File: src/rtl/oven_ctrl.sv
// Oven controller: hysteresis heater control with an in-band cook timer.
// Ports: clk, rst_n, start/stop levels, current_temp/set_temp, set_time in;
//        heater, panel LEDs, done, time_left out.
module oven_ctrl #(
    parameter int TEMP_W   = 8,
    parameter int TIME_W   = 8,
    parameter int BAND     = 10,
    parameter int TICK_DIV = 1000,
    parameter int MAX_TEMP = 250
) (
    input  logic              clk,
    input  logic              rst_n,
    input  logic              start,
    input  logic              stop,
    input  logic [TEMP_W-1:0] current_temp,
    input  logic [TEMP_W-1:0] set_temp,
    input  logic [TIME_W-1:0] set_time,
    output logic              heater,
    output logic              led_stop,
    output logic              led_start,
    output logic              led_high,
    output logic              led_set,
    output logic              led_low,
    output logic              led_fault,
    output logic              done,
    output logic [TIME_W-1:0] time_left
);

    typedef enum logic [2:0] {
        S_IDLE  = 3'd0,
        S_LOW   = 3'd1,
        S_SET   = 3'd2,
        S_HIGH  = 3'd3,
        S_DONE  = 3'd4,
        S_FAULT = 3'd5
    } state_t;

    localparam int TW1 = TEMP_W + 1;
    localparam int PW  = (TICK_DIV > 1) ? $clog2(TICK_DIV) : 1;

    localparam logic [TEMP_W:0] BAND_X = TW1'(BAND);
    localparam logic [TEMP_W:0] MAX_X  = TW1'(MAX_TEMP);
    localparam logic [TEMP_W:0] T_SAT  = {1'b0, {TEMP_W{1'b1}}};
    localparam logic [PW-1:0]   P_LAST = PW'(TICK_DIV - 1);

    state_t            state, state_nxt;
    logic [PW-1:0]     presc, presc_nxt;
    logic [TIME_W-1:0] tl_nxt;

    logic [TEMP_W:0] temp_x, set_x, upper_raw, upper, lower;
    logic            active, in_band, over, tick, go, last;

    // Limits carry one extra bit so the saturation checks can see overflow.
    assign temp_x    = {1'b0, current_temp};
    assign set_x     = {1'b0, set_temp};
    assign upper_raw = set_x + BAND_X;
    assign upper     = (upper_raw > T_SAT) ? T_SAT : upper_raw;
    assign lower     = (set_x > BAND_X) ? (set_x - BAND_X) : '0;

    assign active  = (state == S_LOW) || (state == S_SET) || (state == S_HIGH);
    assign in_band = (state == S_SET) || (state == S_HIGH);
    assign over    = temp_x >= MAX_X;
    assign tick    = in_band && (presc == P_LAST);
    assign last    = tick && (time_left == TIME_W'(1));
    assign go      = ((state == S_IDLE) || (state == S_DONE)) && start
                     && (set_time != '0);

    // State register
    always_ff @(posedge clk or negedge rst_n) begin
        if (!rst_n) state <= S_IDLE;
        else        state <= state_nxt;
    end

    // Next state: stop > fault > expiry > start > temperature
    always_comb begin
        state_nxt = state;
        if (stop) begin
            state_nxt = S_IDLE;
        end else if (active && over) begin
            state_nxt = S_FAULT;
        end else if (last) begin
            state_nxt = S_DONE;
        end else if (go) begin
            state_nxt = S_LOW;
        end else begin
            case (state)
                S_LOW:   if (temp_x > lower) state_nxt = S_SET;
                S_SET: begin
                    if (temp_x >= upper)      state_nxt = S_HIGH;
                    else if (temp_x <= lower) state_nxt = S_LOW;
                end
                S_HIGH:  if (temp_x < upper) state_nxt = S_SET;
                default: state_nxt = state;
            endcase
        end
    end

    // Prescaler runs only in band, freezes while heating back up.
    always_comb begin
        presc_nxt = '0;
        if (in_band)             presc_nxt = tick ? '0 : presc + PW'(1);
        else if (state == S_LOW) presc_nxt = presc;
    end

    always_comb begin
        tl_nxt = time_left;
        if (stop)
            tl_nxt = '0;
        else if (active && over)
            tl_nxt = time_left;
        else if (tick && (time_left != '0))
            tl_nxt = time_left - TIME_W'(1);
        else if (go)
            tl_nxt = set_time;
    end

    always_ff @(posedge clk or negedge rst_n) begin
        if (!rst_n) begin
            presc     <= '0;
            time_left <= '0;
        end else begin
            presc     <= presc_nxt;
            time_left <= tl_nxt;
        end
    end

    // Output decode
    always_comb begin
        heater    = (state == S_LOW) && !over;
        led_stop  = stop;
        led_start = active;
        led_low   = (state == S_LOW);
        led_set   = (state == S_SET);
        led_high  = (state == S_HIGH);
        led_fault = (state == S_FAULT);
        done      = (state == S_DONE);
    end

endmodule

File: config.mk
export PLATFORM = sky130hd
export DESIGN_NAME = oven_ctrl
export DESIGN_NICKNAME = d
export VERILOG_FILES = /design/src/rtl/oven_ctrl.sv
export SDC_FILE = /design/constraint.sdc
export NUM_CORES = 1
export LEC_CHECK = 0
export ABC_AREA = 1
export BUFFER_PORTS_ARGS = -buffer_cell sky130_fd_sc_hd__buf_2
export CAP_MARGIN = 20
export CORE_MARGIN = 1
export CORE_UTILIZATION = 60
export CTS_CLUSTER_DIAMETER = 30
export CTS_CLUSTER_SIZE = 28
export DETAILED_ROUTE_END_ITERATION = 7
export HOLD_SLACK_MARGIN = 0.02
export PLACE_DENSITY = 0.92
export SKIP_LAST_GASP = 1
export SLEW_MARGIN = 40
export SYNTH_ARGS = -nofsm -noshare
export SYNTH_HDL_FRONTEND = slang
export SYNTH_SLANG_ARGS = --single-unit
File: constraint.sdc
create_clock -name clk -period 2.5 [get_ports clk]
set_input_delay 0.125 -clock clk [delete_from_list [all_inputs] [get_ports clk]]
set_output_delay 0.125 -clock clk [all_outputs]
set_load 0.01 [all_outputs]
* Word-level counts from Yosys, hierarchy flattened
Index checks and enable logic that the tools add are counted.
** Word-level totals
- Register bits :: 21
- Bits of input ports :: 28
- Logic and storage cells :: 63
** Cells by class
- Equality and inequality tests :: 12
- Order comparisons :: 7
- Reduce and logical (&&, ||, !) cells :: 19
- Add/subtract/negate cells :: 4
- Muxes and demuxes :: 18
** Operator list (count)
- 8-bit 2-to-1 mux :: 4
- 10-bit 2-to-1 mux :: 3
- 3-bit 2-to-1 mux :: 8
- 9-bit 2-to-1 mux :: 2
- 8-bit nonzero test :: 2
- 6-bit by 2-bit != test with 1-bit output (second input constant) :: 2
- 10-bit by 1-bit adder with 10-bit output (second input constant) :: 1
- 10-bit == test (second input constant) :: 1
- 8-bit by 4-bit adder with 9-bit output (second input constant) :: 1
- 8-bit by 9-bit >= comparator with 1-bit output :: 1
- 8-bit by 9-bit greater-than comparator with 1-bit output :: 1
- 9-bit by 8-bit greater-than comparator with 1-bit output (second input constant) :: 1
- 8-bit by 9-bit <= comparator with 1-bit output :: 1
- 8-bit by 9-bit < comparator with 1-bit output :: 1
- 3-bit case mux with 3 select lines :: 1
- 8-bit by 4-bit subtractor with 9-bit output (second input constant) :: 1
- 8-bit by 1-bit == test with 1-bit output (second input constant) :: 1
- 8-bit >= comparator (second input constant) :: 1
- 8-bit by 4-bit greater-than comparator with 1-bit output (second input constant) :: 1
- 8-bit by 1-bit subtractor with 8-bit output (second input constant) :: 1
- 1-bit logical AND :: 7
- 7-bit by 2-bit != test with 1-bit output (second input constant) :: 1
- 7-bit nonzero test :: 1
- 3-bit by 2-bit == test with 1-bit output (second input constant) :: 2
- 10 further kinds :: 14

* Logic depth before layout (Yosys ltp)
- Depth after elaboration :: 10
- Gate-level depth with buffers :: 21

* Least setup slack after synthesis
Ideal clock, no wire load.
- Path kind :: input to register
- Start point :: input set_temp[1]
- End point :: register state[1]
- Stages :: 18
- Data required time :: 2.382 ns
- Arrival :: 2.180 ns
- Setup slack :: 0.201 ns
- Setup time :: 0.118 ns
- Cells stage by stage :: ha_1 o21ai_0 xor2_1 nor3_1 nand3_1 nand2_1 nor2_1 ha_1 nand2_1 inv_1 a21oi_1 nand3_1 nand2_1 nand2_1 inv_1 nand3_1 nand3_1 nand2_1
** Between the ends
- Longest elaborated chain between the ends :: 10
- Elaborated cells between the ends (all ways) :: 20
- Those cells by class :: add/sub (2); order compare (6); eq/ne (3); mux (8); reduce/logical (1)
** RTL lines
- from (decl) :: line 16 : input logic [TEMP_W-1:0] set_temp,
- 8-bit by 4-bit adder with 9-bit output :: line 56 : assign upper_raw = set_x + BAND_X;
- 9-bit by 8-bit greater-than comparator with 1-bit output :: line 57 : assign upper = (upper_raw > T_SAT) ? T_SAT : upper_raw;
- 9-bit 2-to-1 mux :: line 57
- 8-bit by 9-bit >= comparator with 1-bit output :: line 89 : if (temp_x >= upper) state_nxt = S_HIGH;
- 3-bit 2-to-1 mux :: line 89
- 3-bit case mux with 3 select lines :: line 86 : case (state)
- 3-bit 2-to-1 mux :: line 83 : end else if (go) begin
- 3-bit 2-to-1 mux :: line 81 : end else if (last) begin
- 3-bit 2-to-1 mux :: line 79 : end else if (active && over) begin
- 3-bit 2-to-1 mux :: line 77 : if (stop) begin
- to (signal assigned) :: line 71 : else state <= state_nxt;
- to (decl) :: line 46 : state_t state, state_nxt;
Several ways; a longest one is shown, not always the timed one.
A chain may end at the register's enable or synchronous reset.

* Worst setup path after layout
- Start point :: input set_temp[2]
- End point :: register state[1]
Same word-level chain as after synthesis.

==> impl_metrics.env <==
export IMPL_hold_end="time_left[5]$_DFFE_PN0P_"
export IMPL_cts_buffers=3
export IMPL_synth_nets=391
export IMPL_relSlewSlack_pct=68.21
export IMPL_initial_core_util_pct=64.19
export IMPL_yosysWarnings=0
export IMPL_slew_violations=0
export IMPL_fin_crit_ns=2.364
export IMPL_post_drt_wl_per_cell_um=12.50
export IMPL_antenna_found_initial=0
export IMPL_path_max_fanout=7
export IMPL_clkLatencyLatePin_ns=0.26
export IMPL_yosys_register_bits=21
export IMPL_core_area_mm2=0.003442
export IMPL_reg2reg_depth=8
export IMPL_overflow=0
export IMPL_num_vias=2451
export IMPL_cts_reportedPaths_clkPinSlew_ns=0.08
export IMPL_hold_slack_ns=0.1465
export IMPL_synthCells=341
export IMPL_syn_area_mm2=0.002210
export IMPL_required_ns=2.65
export IMPL_dp_cells=438
export IMPL_grt_pass1_wl_um=9121
export IMPL_drv_cap=0
export IMPL_max_freq_ghz=0.4231
export IMPL_hpwl_um=4304
export IMPL_core_rowCount=21
export IMPL_viasPerCell=5.520
export IMPL_first_iter_violations=329
export IMPL_ir_drop_v=0.0006471
export IMPL_finalSetupViolations=0
export IMPL_numPortBuffers=43
export IMPL_avgSynthCellArea_um2=6.480
export IMPL_holdPathStages=3
export IMPL_drc_errors=0
export IMPL_worstMarginPinSlew_ns=0.4768
export IMPL_r2r_slack_ns=0.74
export IMPL_total_power_mw=1.531
export IMPL_r2r_start="time_left[0]$_DFFE_PN0P_"
export IMPL_track_usage_pct=28.65
export IMPL_nNetsFinal=449
export IMPL_hold_violations=0
export IMPL_cts_path_max_buffers=2
export IMPL_htreeDepth=1
export IMPL_first_global_vias=2136
export IMPL_reg2reg_to="time_left[0]$_DFFE_PN0P_"
export IMPL_cts_root_buf="clkbuf_8"
export IMPL_cts_tree="done"
export IMPL_area_growth_pct=20.67
export IMPL_fp_dieW_um=62.69
export IMPL_n_antenna_cell=0
export IMPL_die_h_um=62.69
export IMPL_cts_sinks=21
export IMPL_fin_util_pct=77.46
export IMPL_grt_max_degree=22
export IMPL_stdcell_count=444
export IMPL_finClkSkew_ns=0.007659
export IMPL_outcome="complete, no violations"
export IMPL_ys_seq_area_share_pct=23.78
export IMPL_path_class="input port to flip-flop"
export IMPL_synth_cell_types=35
export IMPL_crit_path_end_kind="flip-flop"
export IMPL_layout_drive_gt1_share_pct=22.36
export IMPL_die_area_mm2=0.003929
export IMPL_powerDensity_mw_per_mm2=574.1
export IMPL_p_leak_nw=1.458
export IMPL_boundaryPins=44
export IMPL_gp_congestion=0.9412
export IMPL_hold_class="input port to flip-flop"
export IMPL_finalWirelength_um=5551
export IMPL_hp_start="set_time[5]"
export IMPL_cp_start_kind="input port"
export IMPL_cp_arrival_ns=2.51
export IMPL_drt_pass1_iterations=5
export IMPL_final_antenna_net_count=0
export IMPL_fin_crit_sh_pct=94.54
==> worst max-delay path: stages <==
cell and delay (ns):
buf_2 0.12, inv_1 0.10, o21ai_1 0.25, nand3_1 0.16, xor2_1 0.17, inv_1 0.08
nand3_1 0.10, nand2_2 0.15, nor2_1 0.07, ha_1 0.28, nand2_2 0.09, inv_1 0.06
a21oi_2 0.19, nand3_2 0.11, nand2_1 0.07, nand2_1 0.07, inv_1 0.09, nand3_2 0.09
nand3_1 0.07, nand2_1 0.06
==> state kept, by name, indices dropped and copies added (netlist names) <==
signal	cells
time_left	8
state	3
presc	10
==> synth_stat cells <==
library cell  count  area, um2
o2111ai_1         1      8.760
clkbuf_1          1      3.750
o211ai_1          4      30.03
xor2_1            5      43.79
nor3_1            5      25.02
nand4_1           8      50.05
xnor2_1           2      17.52
nand2_1          85      319.1
a21oi_2           1      8.760
inv_1            45      168.9
o31ai_1           1      7.510
a21oi_1          12      60.06
buf_4             1      7.510
nor2_2            4      25.02
a21boi_0          1      7.510
nand2_4           1      11.26
a2bb2oi_1         1      8.760
a21o_1            1      7.510
a31oi_1           1      6.260
nand3_2           1      10.01
o21ai_2           1      8.760
nand2_2           3      18.77
dfrtp_1          21      525.5
inv_2             3      11.26
o21ai_1           8      40.04
nor2_8            1      20.02
a32o_1            1      10.01
o21ai_0          16      80.08
nor2_4            3      33.78
nor2_1           46      172.7
and3_1            1      6.260
nand3_1          30      150.1
o21a_1            2      15.01
nand3b_1          2      15.01
ha_1             22      275.3
==> metrics by stage <==
step	TNS, ns	instance area (um2)	worst slack, ns
CTS	0	2601	0.04942
floorplan	0	2210	0.2014
detailed placement	-0.6195	2546	-0.2185
finish	0	2666	0.1364
global placement	-0.2224	2546	-0.07697
global route	-0.1806	2666	-0.07701
==> metal layers <==
metal  GRT usage [%]  routed length, um  up-vias
li1                -                  -     1236
met1           41.31               2602     1097
met2           45.38               2453      110
met3           4.197                441        8
met4           5.814                 53        0
met5               0                  0        -
==> cell type report <==
cell class	count	area, um2
Tap cell	46	57.56
Sequential cell	21	525.5
Inverter	48	180.2
Timing Repair Buffer	55	307.8
Clock buffer	4	45.04
Fill cell	250	775.7
Multi-Input combinational cell	270	1550
==> logic make-up (layout without fill, tap and decap cells) <==
family	count (synthesis)	after routing	share of synthesized area, %
simple gates	190	190	38.79
xor+xnor	7	7	2.775
fa+ha+maj	22	22	12.46
buf+inv	50	107	8.663
compound gates	51	51	13.53
flops	21	21	23.78
==> where the power goes <==
part | switching, mW | total, mW | internal, mW
logic | 0.557 | 0.862 | 0.305
clock network | 0.109 | 0.222 | 0.114
registers | 0.0519 | 0.446 | 0.394
total | 0.718 | 1.53 | 0.813
==> repair_timing <==
action                                  4_1_cts  5_1_grt
setup buffers                                 0        1
gates resized for setup                       0       15
endpoints found under the setup margin        0        3
hold buffers                                  1        0
hold endpoints to repair                     21        0
==> worst max path at each step <==
stage / startpoint / to / depth (start not counted) / slack (ns)
after global placement: set_temp[1] / state[0]$_DFFE_PN0P_ / 19 / -0.08
after global routing: set_temp[1] / state[1]$_DFFE_PN0P_ / 19 / -0.08
after detailed placement: set_temp[1] / state[1]$_DFFE_PN0P_ / 19 / -0.22
after CTS: set_temp[1] / state[1]$_DFFE_PN0P_ / 19 / 0.05
final: set_temp[2] / state[1]$_DFFE_PN0P_ / 20 / 0.14
after floorplan: set_temp[1] / state[1]$_DFFE_PN0P_ / 18 / 0.20
==> placed cells by master, fill, tap and decap left out, types with 4 or more instances in the layout <==
cell      count
nand2_2       5
ha_1         20
buf_2        43
nand3_1      28
inv_1        43
nor2_1       44
dfrtp_1      21
o211ai_1      4
o21ai_1       8
inv_2         5
o21ai_0      15
xor2_1        4
a21oi_1      11
buf_4        11
nor2_2        6
nor3_1        5
nand2_1      83
nand4_1       8
Note: power is estimated with default switching activity, not from simulation.
